`src/rtl/rotor_quad_decoder.sv`:
```
// Quadrature rotary-encoder decoder: synchronises and debounces ROT_A/ROT_B, decodes the
// Gray sequence into step pulses, keeps a signed position and a sticky illegal-transition flag.
module rotor_quad_decoder #(
    parameter int WIDTH           = 8,
    parameter int DEBOUNCE_CYCLES = 4,
    parameter int COUNT_MODE      = 0,
    parameter int SATURATE        = 0
) (
    input  logic                    clk,
    input  logic                    rst_n,
    input  logic                    ROT_A,
    input  logic                    ROT_B,
    input  logic                    pos_clr,
    input  logic                    err_clr,
    output logic                    rotation_event,
    output logic                    rotation_direction,
    output logic                    step_valid,
    output logic                    step_dir,
    output logic signed [WIDTH-1:0] position,
    output logic                    illegal_err
);

    localparam int CNT_W = (DEBOUNCE_CYCLES > 1) ? $clog2(DEBOUNCE_CYCLES) : 1;
    localparam logic [CNT_W-1:0] CNT_LAST = CNT_W'(DEBOUNCE_CYCLES - 1);
    localparam logic signed [WIDTH-1:0] POS_MAX = {1'b0, {(WIDTH-1){1'b1}}};
    localparam logic signed [WIDTH-1:0] POS_MIN = {1'b1, {(WIDTH-1){1'b0}}};

    typedef enum logic {
        TRACK  = 1'b0,
        RESYNC = 1'b1
    } state_t;

    function automatic logic [1:0] fwd_next(input logic [1:0] ab);
        case (ab)
            2'b11:   fwd_next = 2'b01;
            2'b01:   fwd_next = 2'b00;
            2'b00:   fwd_next = 2'b10;
            default: fwd_next = 2'b11;
        endcase
    endfunction

    function automatic logic signed [WIDTH-1:0] pos_step(
        input logic signed [WIDTH-1:0] pos,
        input logic                    up
    );
        if (SATURATE != 0 && up && pos == POS_MAX)
            pos_step = POS_MAX;
        else if (SATURATE != 0 && !up && pos == POS_MIN)
            pos_step = POS_MIN;
        else if (up)
            pos_step = pos + 1'b1;
        else
            pos_step = pos - 1'b1;
    endfunction

    // Stage p0/p1: two-flop synchroniser, bit 1 = A, bit 0 = B
    logic [1:0] sync_p0;
    logic [1:0] sync_p1;

    always_ff @(posedge clk or negedge rst_n) begin
        if (!rst_n) begin
            sync_p0 <= 2'b11;
            sync_p1 <= 2'b11;
        end else begin
            sync_p0 <= {ROT_A, ROT_B};
            sync_p1 <= sync_p0;
        end
    end

    // Stage p2: per-phase debounce, filt follows sync after DEBOUNCE_CYCLES mismatching cycles
    logic [1:0]       filt_p2;
    logic [CNT_W-1:0] cnt_p2 [2];

    always_ff @(posedge clk or negedge rst_n) begin
        if (!rst_n) begin
            filt_p2   <= 2'b11;
            cnt_p2[0] <= '0;
            cnt_p2[1] <= '0;
        end else begin
            for (int i = 0; i < 2; i++) begin
                if (sync_p1[i] == filt_p2[i]) begin
                    cnt_p2[i] <= '0;
                end else if (cnt_p2[i] == CNT_LAST) begin
                    filt_p2[i] <= sync_p1[i];
                    cnt_p2[i]  <= '0;
                end else begin
                    cnt_p2[i] <= cnt_p2[i] + 1'b1;
                end
            end
        end
    end

    // Stage p3: sequence decode against the previous filtered value, registered outputs
    logic [1:0]        prev_p3;
    state_t            state_p3;
    logic signed [2:0] q_p3;
    logic              is_fwd;
    logic              is_rev;
    logic              is_bad;
    logic signed [3:0] q_nxt;
    logic              step_hit;

    assign is_fwd = (filt_p2 == fwd_next(prev_p3));
    assign is_rev = (prev_p3 == fwd_next(filt_p2));
    assign is_bad = ((filt_p2 ^ prev_p3) == 2'b11);
    // One extra bit so a full detent (+/-4) is representable before q is cleared at 11
    assign q_nxt  = is_fwd ? ({q_p3[2], q_p3} + 4'sd1) : ({q_p3[2], q_p3} - 4'sd1);

    always_comb begin
        step_hit = 1'b0;
        if (state_p3 == TRACK && (is_fwd || is_rev)) begin
            if (COUNT_MODE != 0)
                step_hit = 1'b1;
            else if (filt_p2 == 2'b11)
                step_hit = (q_nxt == 4'sd4) || (q_nxt == -4'sd4);
        end
    end

    always_ff @(posedge clk or negedge rst_n) begin
        if (!rst_n) begin
            prev_p3            <= 2'b11;
            state_p3           <= TRACK;
            q_p3               <= 3'sd0;
            step_valid         <= 1'b0;
            step_dir           <= 1'b0;
            position           <= '0;
            illegal_err        <= 1'b0;
            rotation_event     <= 1'b0;
            rotation_direction <= 1'b0;
        end else begin
            prev_p3 <= filt_p2;

            if (filt_p2 == 2'b11)
                rotation_event <= 1'b1;
            else if (filt_p2 == 2'b00)
                rotation_event <= 1'b0;

            if (filt_p2 == 2'b01)
                rotation_direction <= 1'b1;
            else if (filt_p2 == 2'b10)
                rotation_direction <= 1'b0;

            step_valid <= step_hit;
            if (step_hit)
                step_dir <= is_fwd;

            if (pos_clr)
                position <= '0;
            else if (step_hit)
                position <= pos_step(position, is_fwd);

            if (is_bad)
                illegal_err <= 1'b1;
            else if (err_clr)
                illegal_err <= 1'b0;

            case (state_p3)
                TRACK: begin
                    if (is_bad) begin
                        q_p3     <= 3'sd0;
                        state_p3 <= RESYNC;
                    end else if (is_fwd || is_rev) begin
                        q_p3 <= (COUNT_MODE == 0 && filt_p2 != 2'b11) ? q_nxt[2:0] : 3'sd0;
                    end
                end
                default: begin
                    if (!is_bad && filt_p2 == 2'b11) begin
                        q_p3     <= 3'sd0;
                        state_p3 <= TRACK;
                    end
                end
            endcase
        end
    end

endmodule

```
`config.mk`:
```
export PLATFORM = sky130hd
export DESIGN_NAME = rotor_quad_decoder
export DESIGN_NICKNAME = d
export VERILOG_FILES = /design/src/rtl/rotor_quad_decoder.sv
export SDC_FILE = /design/constraint.sdc
export NUM_CORES = 1
export LEC_CHECK = 0
export CAP_MARGIN = 20
export CORE_UTILIZATION = 47
export DETAILED_ROUTE_END_ITERATION = 10
export PLACE_DENSITY = 0.69
export SLEW_MARGIN = 10
export SYNTH_ARGS = -nofsm -noshare
export SYNTH_HDL_FRONTEND = slang
export SYNTH_SLANG_ARGS = --single-unit
```
`constraint.sdc`:
```
create_clock -name clk -period 7 [get_ports clk]
set_clock_uncertainty 0.05 [all_clocks]
set_input_delay 0.7 -clock clk [delete_from_list [all_inputs] [get_ports clk]]
set_output_delay 0.7 -clock clk [all_outputs]
set_load 0.02 [all_outputs]
```
# --- Word-level counts from Yosys, hierarchy flattened ---
# Index checks and enable logic that the tools add are counted.
totals:
  reg_bits: 29
  elab_cells: 82
  out_inout_bits: 13
classes:
  n_eq_ne: 16
  mux: 26
  bitwise_logic: 4
  n_addsub: 6
  n_reduce_logical: 15
ops:
  columns: ["op", "count"]
  rows:
  - ["$mux 8", 3]
  - ["$mux 3", 5]
  - ["$eq 2x2->1 const B", 6]
  - ["$pmux 2 s3", 2]
  - ["$mux 1", 11]
  - ["$add 8x1->8 const B", 1]
  - ["$mux 2", 4]
  - ["$reduce_bool 2->1", 4]
  - ["$sub 8x1->8 const B", 1]
  - ["$reduce_and 2->1", 3]
  - ["$add 2x1->2 const B", 2]
  - ["$add 3x2->4 const B", 1]
  - ["$eq 2x1->1 const B", 2]
  - ["$eq 2x2->1", 2]
  - ["$eq 4x3->1 const B", 1]
  - ["$eq 4x4->1 const B", 1]
  - ["$logic_not 2->1", 2]
  - ["$mux 4", 1]
  - ["$sub 3x2->4 const B", 1]
  - ["$not 1->1", 3]
  - ["$reduce_bool 3->1", 1]
  - ["$eq 1x1->1", 2]
  - ["$logic_and 1x1->1", 2]
  - ["$logic_or 1x1->1", 2]
  - ["4 further kinds", 4]

# --- Logic depth before layout (Yosys ltp) ---
# Gate-level depths: netlist of the first run.
depth:
  word_depth: 10
  depth_mapped: 11
  depth_no_buf: 10

# --- Least setup slack after synthesis of the first run ---
# Ideal clock, no wire load.
synth_timing:
  kind: "register to register"
  startpoint: "register filt_p2[0]"
  endpoint: "register position[5]"
  period_less_slack_ns: 2.571
  arrival_ns: 2.391
  path_stages_with_launch: 12
  path_slack_ns: 4.429
  required_time_ns: 6.820
  path_cell_list: "dfstp_2 -> buf_4 -> xnor2_1 -> nand2_2 -> inv_2 -> fa_1 -> xor2_1 -> and2_4 -> a31oi_4 -> inv_6 -> mux2i_1 -> nor2_1"
synth_via:
  elab_chain_cells: 7
  word_cells_on_any_way: 18
  cone_classes: "eq/ne: 6; mux: 7; reduce/logical: 5"
synth_rtl:
  columns: ["element", "line_no", "text"]
  rows:
  - ["start, declared", "71", "logic [1:0] filt_p2;"]
  - ["start signal, assigned by index", "84", "filt_p2[i] <= sync_p1[i];"]
  - ["$eq 2x2->1 (*)", "103", "assign is_fwd = (filt_p2 == fwd_next(prev_p3));"]
  - ["named net is_fwd", "97", "logic is_fwd;"]
  - ["$mux 4", "107", "assign q_nxt = is_fwd ? ({q_p3[2], q_p3} + 4'sd1) : ({q_p3[2], q_p3} - 4'sd1);"]
  - ["$eq 4x4->1 / $eq 4x3->1 (equally long branches)", "115", "step_hit = (q_nxt == 4'sd4) || (q_nxt == -4'sd4);"]
  - ["$logic_or 1x1->1", "115", null]
  - ["$mux 1", "114", "else if (filt_p2 == 2'b11)"]
  - ["$mux 1 (*)", "111", "if (state_p3 == TRACK && (is_fwd || is_rev)) begin"]
  - ["named net step_hit", "101", "logic step_hit;"]
  - ["$reduce_bool 2->1 (no source line) (*)", null, null]
  - ["end signal, assigned", "150", "position <= pos_step(position, is_fwd);"]
  - ["end, declared", "19", "output logic signed [WIDTH-1:0] position,"]
# The timed path passes the listed nets; every way through them passes the cells marked *. The select of a mux whose other input is x is not followed.
# A chain may end at the register's enable or synchronous reset.

# --- Final worst setup path of the first run ---
layout_timing:
  startpoint: "register filt_p2[0]"
  endpoint: "register position[3]"
# Same word-level chain as after synthesis.

==> results of run 1 <==
routing by layer:
| layer | part of all wire | vias to the layer above |
|---|---|---|
| met5 | 0 | - |
| met4 | 0.0088 | 0 |
| met3 | 0.034 | 2 |
| met2 | 0.47 | 24 |
| met1 | 0.49 | 614 |
| li1 | - | 628 |
metrics by stage:
stage                     instance area [um^2]  power (mW)  hold WS (ps)
final                                     2080       0.838           307
after global routing                      2080       0.911           312
after CTS                                 2080       0.847           308
after detailed placement                  1990       0.703           297
after global placement                    1990       0.689           296
after floorplan                           1790       0.622           295
power by group:
part	total, mW	switching, mW	internal, mW
sequential	0.272	0.0547	0.217
clock	0.139	0.0690	0.0696
combinational	0.427	0.239	0.189
total	0.838	0.362	0.476
placed cells by master (no fill, tap or decap), drive strengths merged, types with 3 or more instances in the layout:
| cell | Yosys | final |
|---|---|---|
| inv | 12 | 12 |
| nand2 | 11 | 11 |
| xor2 | 7 | 7 |
| clkinvlp | 0 | 3 |
| xnor2 | 7 | 7 |
| o31ai | 3 | 3 |
| nor2 | 7 | 7 |
| dfstp | 8 | 8 |
| mux2i | 3 | 3 |
| nor3 | 6 | 6 |
| a21oi | 7 | 7 |
| o21ai | 14 | 14 |
| nand2b | 4 | 4 |
| nand3b | 4 | 4 |
| clkdlybuf4s50 | 0 | 18 |
| ha | 13 | 13 |
| clkbuf | 1 | 5 |
| dfrtp | 21 | 21 |
| nor2b | 3 | 3 |
worst max-delay path, cell delays in order (launching register included):
cell and delay (ps):
dfstp_2 650, xnor2_1 160, nand2_2 210, inv_2 120, fa_1 430, xor2_1 360, and2_4 230, a31oi_4 150
inv_6 140, mux2i_1 190, nor2_1 50
logic make-up after synthesis:
family / synth area share
simple gates: 0.159
compound gates: 0.158
flops: 0.412
buf+inv: 0.0553
fa+ha+maj: 0.113
xor+xnor: 0.0728
mux: 0.0294
registers in the layout, summed over array words and instances, names as in the netlist:
signal	count
q_p3	3
cnt_p2	4
prev_p3	2
sync_p1	2
rotation_event	1
filt_p2	2
sync_p0	2
state_p3	1
step_valid	1
illegal_err	1
position	8
step_dir	1
rotation_direction	1
area by class of cell:
cell class | count | area [um^2]
clock buffers | 5 | 68.8
clock inverters | 3 | 22.5
fillers | 319 | 1580
inverters | 12 | 50.0
multi-input cells | 121 | 952
flip-flops and latches | 29 | 736
well taps | 48 | 60.1
repair buffers | 19 | 188
path summary, 6_finish.rpt:
check	start	slack, ps	cells past startpoint	to
setup / recovery	filt_p2[0]$_DFFE_PN1P_	4140	10	position[3]$_DFFE_PN0P_
min in group asynchronous	rst_n	740	2	cnt_p2[0]$_DFF_PN0_
max in group asynchronous	rst_n	5850	2	prev_p3[1]$_DFF_PN1_
setup reg to reg	filt_p2[0]$_DFFE_PN1P_	4140	10	position[3]$_DFFE_PN0P_
hold / removal	sync_p0[1]$_DFF_PN1_	310	0	sync_p1[1]$_DFF_PN1_
hold reg to reg	sync_p0[1]$_DFF_PN1_	310	0	sync_p1[1]$_DFF_PN1_
==> impl_results.md, run 1 <==
- CTS buffer count: 5
- Crit path DAT: slightly below 3000 ps
- Power Dens Cells: 403 mW/mm^2
- Top cells by instance count after synthesis: dfrtp_1 (21), ha_1 (13), o21ai_0 (12)
- P_leak: 0.885 nW
- 1st-pass router iterations: 4
- Synthesized area per cell: ~11 um^2
- Vias in the first global route: 1250
- Max Slew Vio Count: 0
- Max IR drop VDD: 0.000240 V
- Finished Core Util: 0.567
- Synth warnings: 0
- RSZ-0062 raised after global routing: no
- Post-synth top area share: 0.294
- Detailed placement HPWL: between 2 and 2.5 mm
- FP Rows: 22
- Initial core utilization: 0.488
- Post-route setup TNS: 0 ps
- Post-synth top area cell: dfrtp_1
- Die area: 0.00405 mm^2
- Worst skew pair latency: 280 ps
- Least-Margin Pin Slew: 385 ps
- Routing usage on met2: 0.285
- WL/cell: 13.5 um
- CP required: 7110 ps
- Netlist cell types: 51
- Hold crit path type: reg -> reg
- Layout area overhead: 16.2%
- Slack of the critical path: 4140 ps
- Remaining antenna violation count: 0
- Final Hold Viols: 0
- Worst-path clk slew: approximately 70 ps
- #FFs+latches synth: 29
- GRT overflow: 0
- Post-CTS setup buffer count: 0
- Max_cap viols: 0
- Syn Nets: between 150 and 200
- Cell with the most instances after synthesis: dfrtp_1
- Drt first-iter violations: 57
- Clk sinks: 29
- Mapped Cells: 168
- H-tree level count: 2
- Boundary pin count: 19
- Async SR Flop Fraction: 1.00
- Core box area: 0.00366 mm^2
- Layout cell share with drive strength beyond 1: 0.164
- Largest net degree at the start of global routing: 30
- Top cells by area, synth: dfrtp_1 (29%), dfstp_2 (12%), ha_1 (9.1%)
- Worst setup SP type: flip-flop
- Die height: about 64 um
- Setup crit end kind: flip-flop
- # hold bufs at CTS: 0
- Port Buffers: 18
- Status: completed
- CTS root buf: clkbuf_8
- DRC: 0
- Post-CTS Resized: 0
- Via density: 5.35
- Via Count: 1268
- Fin nets: 209
- Most used DFF post-synth: dfrtp_1
- TritonCTS clock tree: yes
- Syn Std Cell Area: 0.00179 mm^2
- First-pass GRT wire length: 5.75 mm
- Finished Layout Cells: 237
- # diodes: 0
- Die width: between 60 and 70 um
- Most Crowded Layer GR: met2
- Gr usage total: 0.187
- Global routing usage on met1: 0.242
- Routed wire length: around 3.2 mm
- M3 GR Usage: 0.0562
- Clk buf depth: 2
- Kind of critical path: reg -> reg
- Fmax achieved: about 350 MHz
- Tmin final: 2860 ps
- Pre-CTS setup slack: about 4200 ps
- GP Congestion: 0.955
- Tcrit/Tclk final: 0.409
- Setup Viol. Count Final: 0
- Headroom to the max-slew limit: 0.743
- CP Max Fanout: 10
- Initial antenna violation count: 0
- Post-synth EDFFs: 0
- Sequential-to-total area share from yosys stat: 0.412
- Placed insts: 229
Note: power is estimated with default switching activity, not from simulation.
==> run 2: changes to the inputs <==
Clock period 7 ns to 2.9 ns, I/O delays scaled along.
==> run 2 against run 1 <==
Effect of this change: highest routed layer unchanged; largest power group unchanged; critical endpoint is now position[5]$_DFFE_PN0P_; wire length rose by 4.7%; non-clock buffer count rose by 3; maximum frequency rose by 6.6%; clock-buffer cell count did not move; final area rose by 2.6%; sequential power rose by 120%; worst setup slack got worse by 3900 ps.
==> impl_results.md, run 2 (synthesis gave the netlist of run 1 again) <==
- Power share of the combinational group: 0.529
- H-tree level count: 2
- Worst r2r path cells: 10
- Initial antenna violation count: 0
- Crit-path most repeated cell: ha_1
- 1st-pass router iterations: 4
- WL/cell: approximately 14 um
- Sw power: 0.905 mW
- Slowest stage cell, crit path: dfstp_2
- CTS buffer count: 5
- # diodes: 0
- Power Dens Cells: between 1000 and 1500 mW/mm^2
- Worst-path clk slew: around 70 ps
- P_leak: 0.919 nW
- Status: completed
- Worst Hold Depth: 0
- WP buf/inv: 1
- Tmin final: 2680 ps
- Final Hold Viols: 0
- Core box area: 0.00366 mm^2
- GRT overflow: 0
- Setup Viol. Count Final: 0
- Setup crit end kind: flip-flop
- Max IR drop VDD: 0.000595 V
- Most common cell after layout, fill and taps aside: dfrtp_1
- DRC: 0
- TritonCTS clock tree: yes
- Fmax achieved: 373 MHz
- Drt first-iter violations: 79
- Boundary pin count: 19
- Port Buffers: 18
- # hold bufs at CTS: 0
- Fin area: 0.00213 mm^2
- Worst setup SP type: flip-flop
- R2r setup slk: 220 ps
- RSZ-0062 raised after global routing: no
- Hold crit path type: reg -> reg
- Die width: 63.7 um
- Via Count: 1283
- GP Congestion: 0.876
- Fillers: 320
- Vias in the first global route: 1328
- Die height: between 60 and 70 um
- CTS root buf: clkbuf_8
- FP Rows: 22
- Kind of critical path: reg -> reg
- Die area: 0.00405 mm^2
- Clk buf depth: 2
- CP peak stage delay: between 500 and 600 ps
- Multi-input gate area: 960 um^2
- Max reg flops: 8
- Remaining antenna violation count: 0
- First-pass GRT wire length: 6.16 mm
- CP Depth: 10
- Crit path DAT: ~2800 ps
- CP cell instances: xor2_1 > nand2_2 > ha_1 > ha_1 > nand3b_4 > a2111oi_4 > a31oi_4 > inv_6 > mux2i_1 > nor2_1
- Gr usage total: 0.200
- Detailed placement HPWL: 2.48 mm
- Headroom to the max-slew limit: 0.728
- Post-placement cell area: between 0.002 and 0.0025 mm^2
- Layout area overhead: 19.3%
- Fraction of power spent switching nets: 0.416
- Worst skew pair latency: 280 ps
- Post-route setup TNS: 0 ps
- Layout cell share with drive strength beyond 1: 0.182
- Fin nets: roughly 210
- CP Max Fanout: 10
- Critical path's top delay family: flip-flops
- Internal power: 1.27 mW
- Max_cap viols: 0
- Sequential Area: 736 um^2
- Least-Margin Pin Slew: 404 ps
- Power share of the clock group: 0.193
- Top flop regs: position: 8 flops, cnt_p2: 4 flops, q_p3: 3 flops
- Clk sinks: 29
- Tcrit/Tclk final: 0.925
- Largest register by flop count: position
- Power share of the sequential group: 0.277
- Initial core utilization: 0.488
- Routed wire length: 3.34 mm
- Most frequent cells in the layout: dfrtp_1 (21), clkdlybuf4s50_1 (18), ha_1 (13)
- Largest net degree at the start of global routing: 30
- Max Slew Vio Count: 0
- Via density: about 5.3
- CP required: 3000 ps
-- run 2: changes by cell type in the layout (fill, tap and decap cells not counted) --
cell,before,now
xor2_2,1,2
buf_4,1,4
clkinv_4,0,1
clkinvlp_4,3,1
bufinv_16,0,1
xor2_1,6,5
-- run 2: layout make-up --
class                           count  area share
Clock inverter                      3      0.0217
Timing Repair Buffer               22      0.0986
Multi-Input combinational cell    121       0.450
Inverter                           12      0.0235
Tap cell                           48      0.0282
Clock buffer                        5      0.0323
Sequential cell                    29       0.345
-- run 2: power groups by stage --
| stage | clock network, mW | logic [mW] | registers (mW) |
|---|---|---|---|
| 6_report | 0.420 | 1.15 | 0.603 |
| 5_1_grt | 0.450 | 1.30 | 0.620 |
| 3_3_place_gp | 0 | 1.08 | 0.603 |
| 3_5_place_dp | 0 | 1.12 | 0.609 |
| 4_1_cts | 0.432 | 1.14 | 0.603 |
| 2_1_floorplan | 0 | 0.890 | 0.612 |
-- run 2: per-stage QoR --
| step | worst slack, ps | power (mW) | util | hold slack, ps | instances |
|---|---|---|---|---|---|
| 2_1_floorplan | 329 | 1.50 | - | -55.6 | 168 |
| 4_1_cts | 184 | 2.17 | 0.580 | 311 | 240 |
| 3_5_place_dp | 207 | 1.73 | 0.549 | 301 | 232 |
| 3_3_place_gp | 306 | 1.68 | 0.549 | 296 | 232 |
| 5_1_grt | 21.7 | 2.37 | 0.582 | 313 | 240 |
| 6_report | 217 | 2.17 | 0.582 | 310 | 240 |
-- run 2: metal layers --
metal / GRT usage / up-vias / wire (um)
met2: 0.323 / 30 / 1530
met3: 0.0489 / 5 / 115
met1: 0.255 / 619 / 1650
met4: 0.0767 / 0 / 41
li1: - / 629 / -
met5: 0 / - / 0
-- run 2: path summary, 6_finish.rpt --
path / to / from
min reg2reg: sync_p1[0]$_DFF_PN1_ / sync_p0[0]$_DFF_PN1_
max reg2reg: position[5]$_DFFE_PN0P_ / prev_p3[0]$_DFF_PN1_
min in group asynchronous: step_valid$_DFF_PN0_ / rst_n
max: position[5]$_DFFE_PN0P_ / prev_p3[0]$_DFF_PN1_
max in group asynchronous: sync_p1[1]$_DFF_PN1_ / rst_n
min: sync_p1[0]$_DFF_PN1_ / sync_p0[0]$_DFF_PN1_
-- run 2: what timing repair did --
action                                  CTS  global route
gates resized for setup                   0             1
endpoints found under the setup margin    0             3
buffers inserted                          0             0
==> run 3: changes to the inputs <==
Settings changed: HOLD_SLACK_MARGIN from default to 0.06, SKIP_LAST_GASP from default to 1.
==> results of run 3 <==
No change in the layout: final DEF, timing and power equal those of run 2.
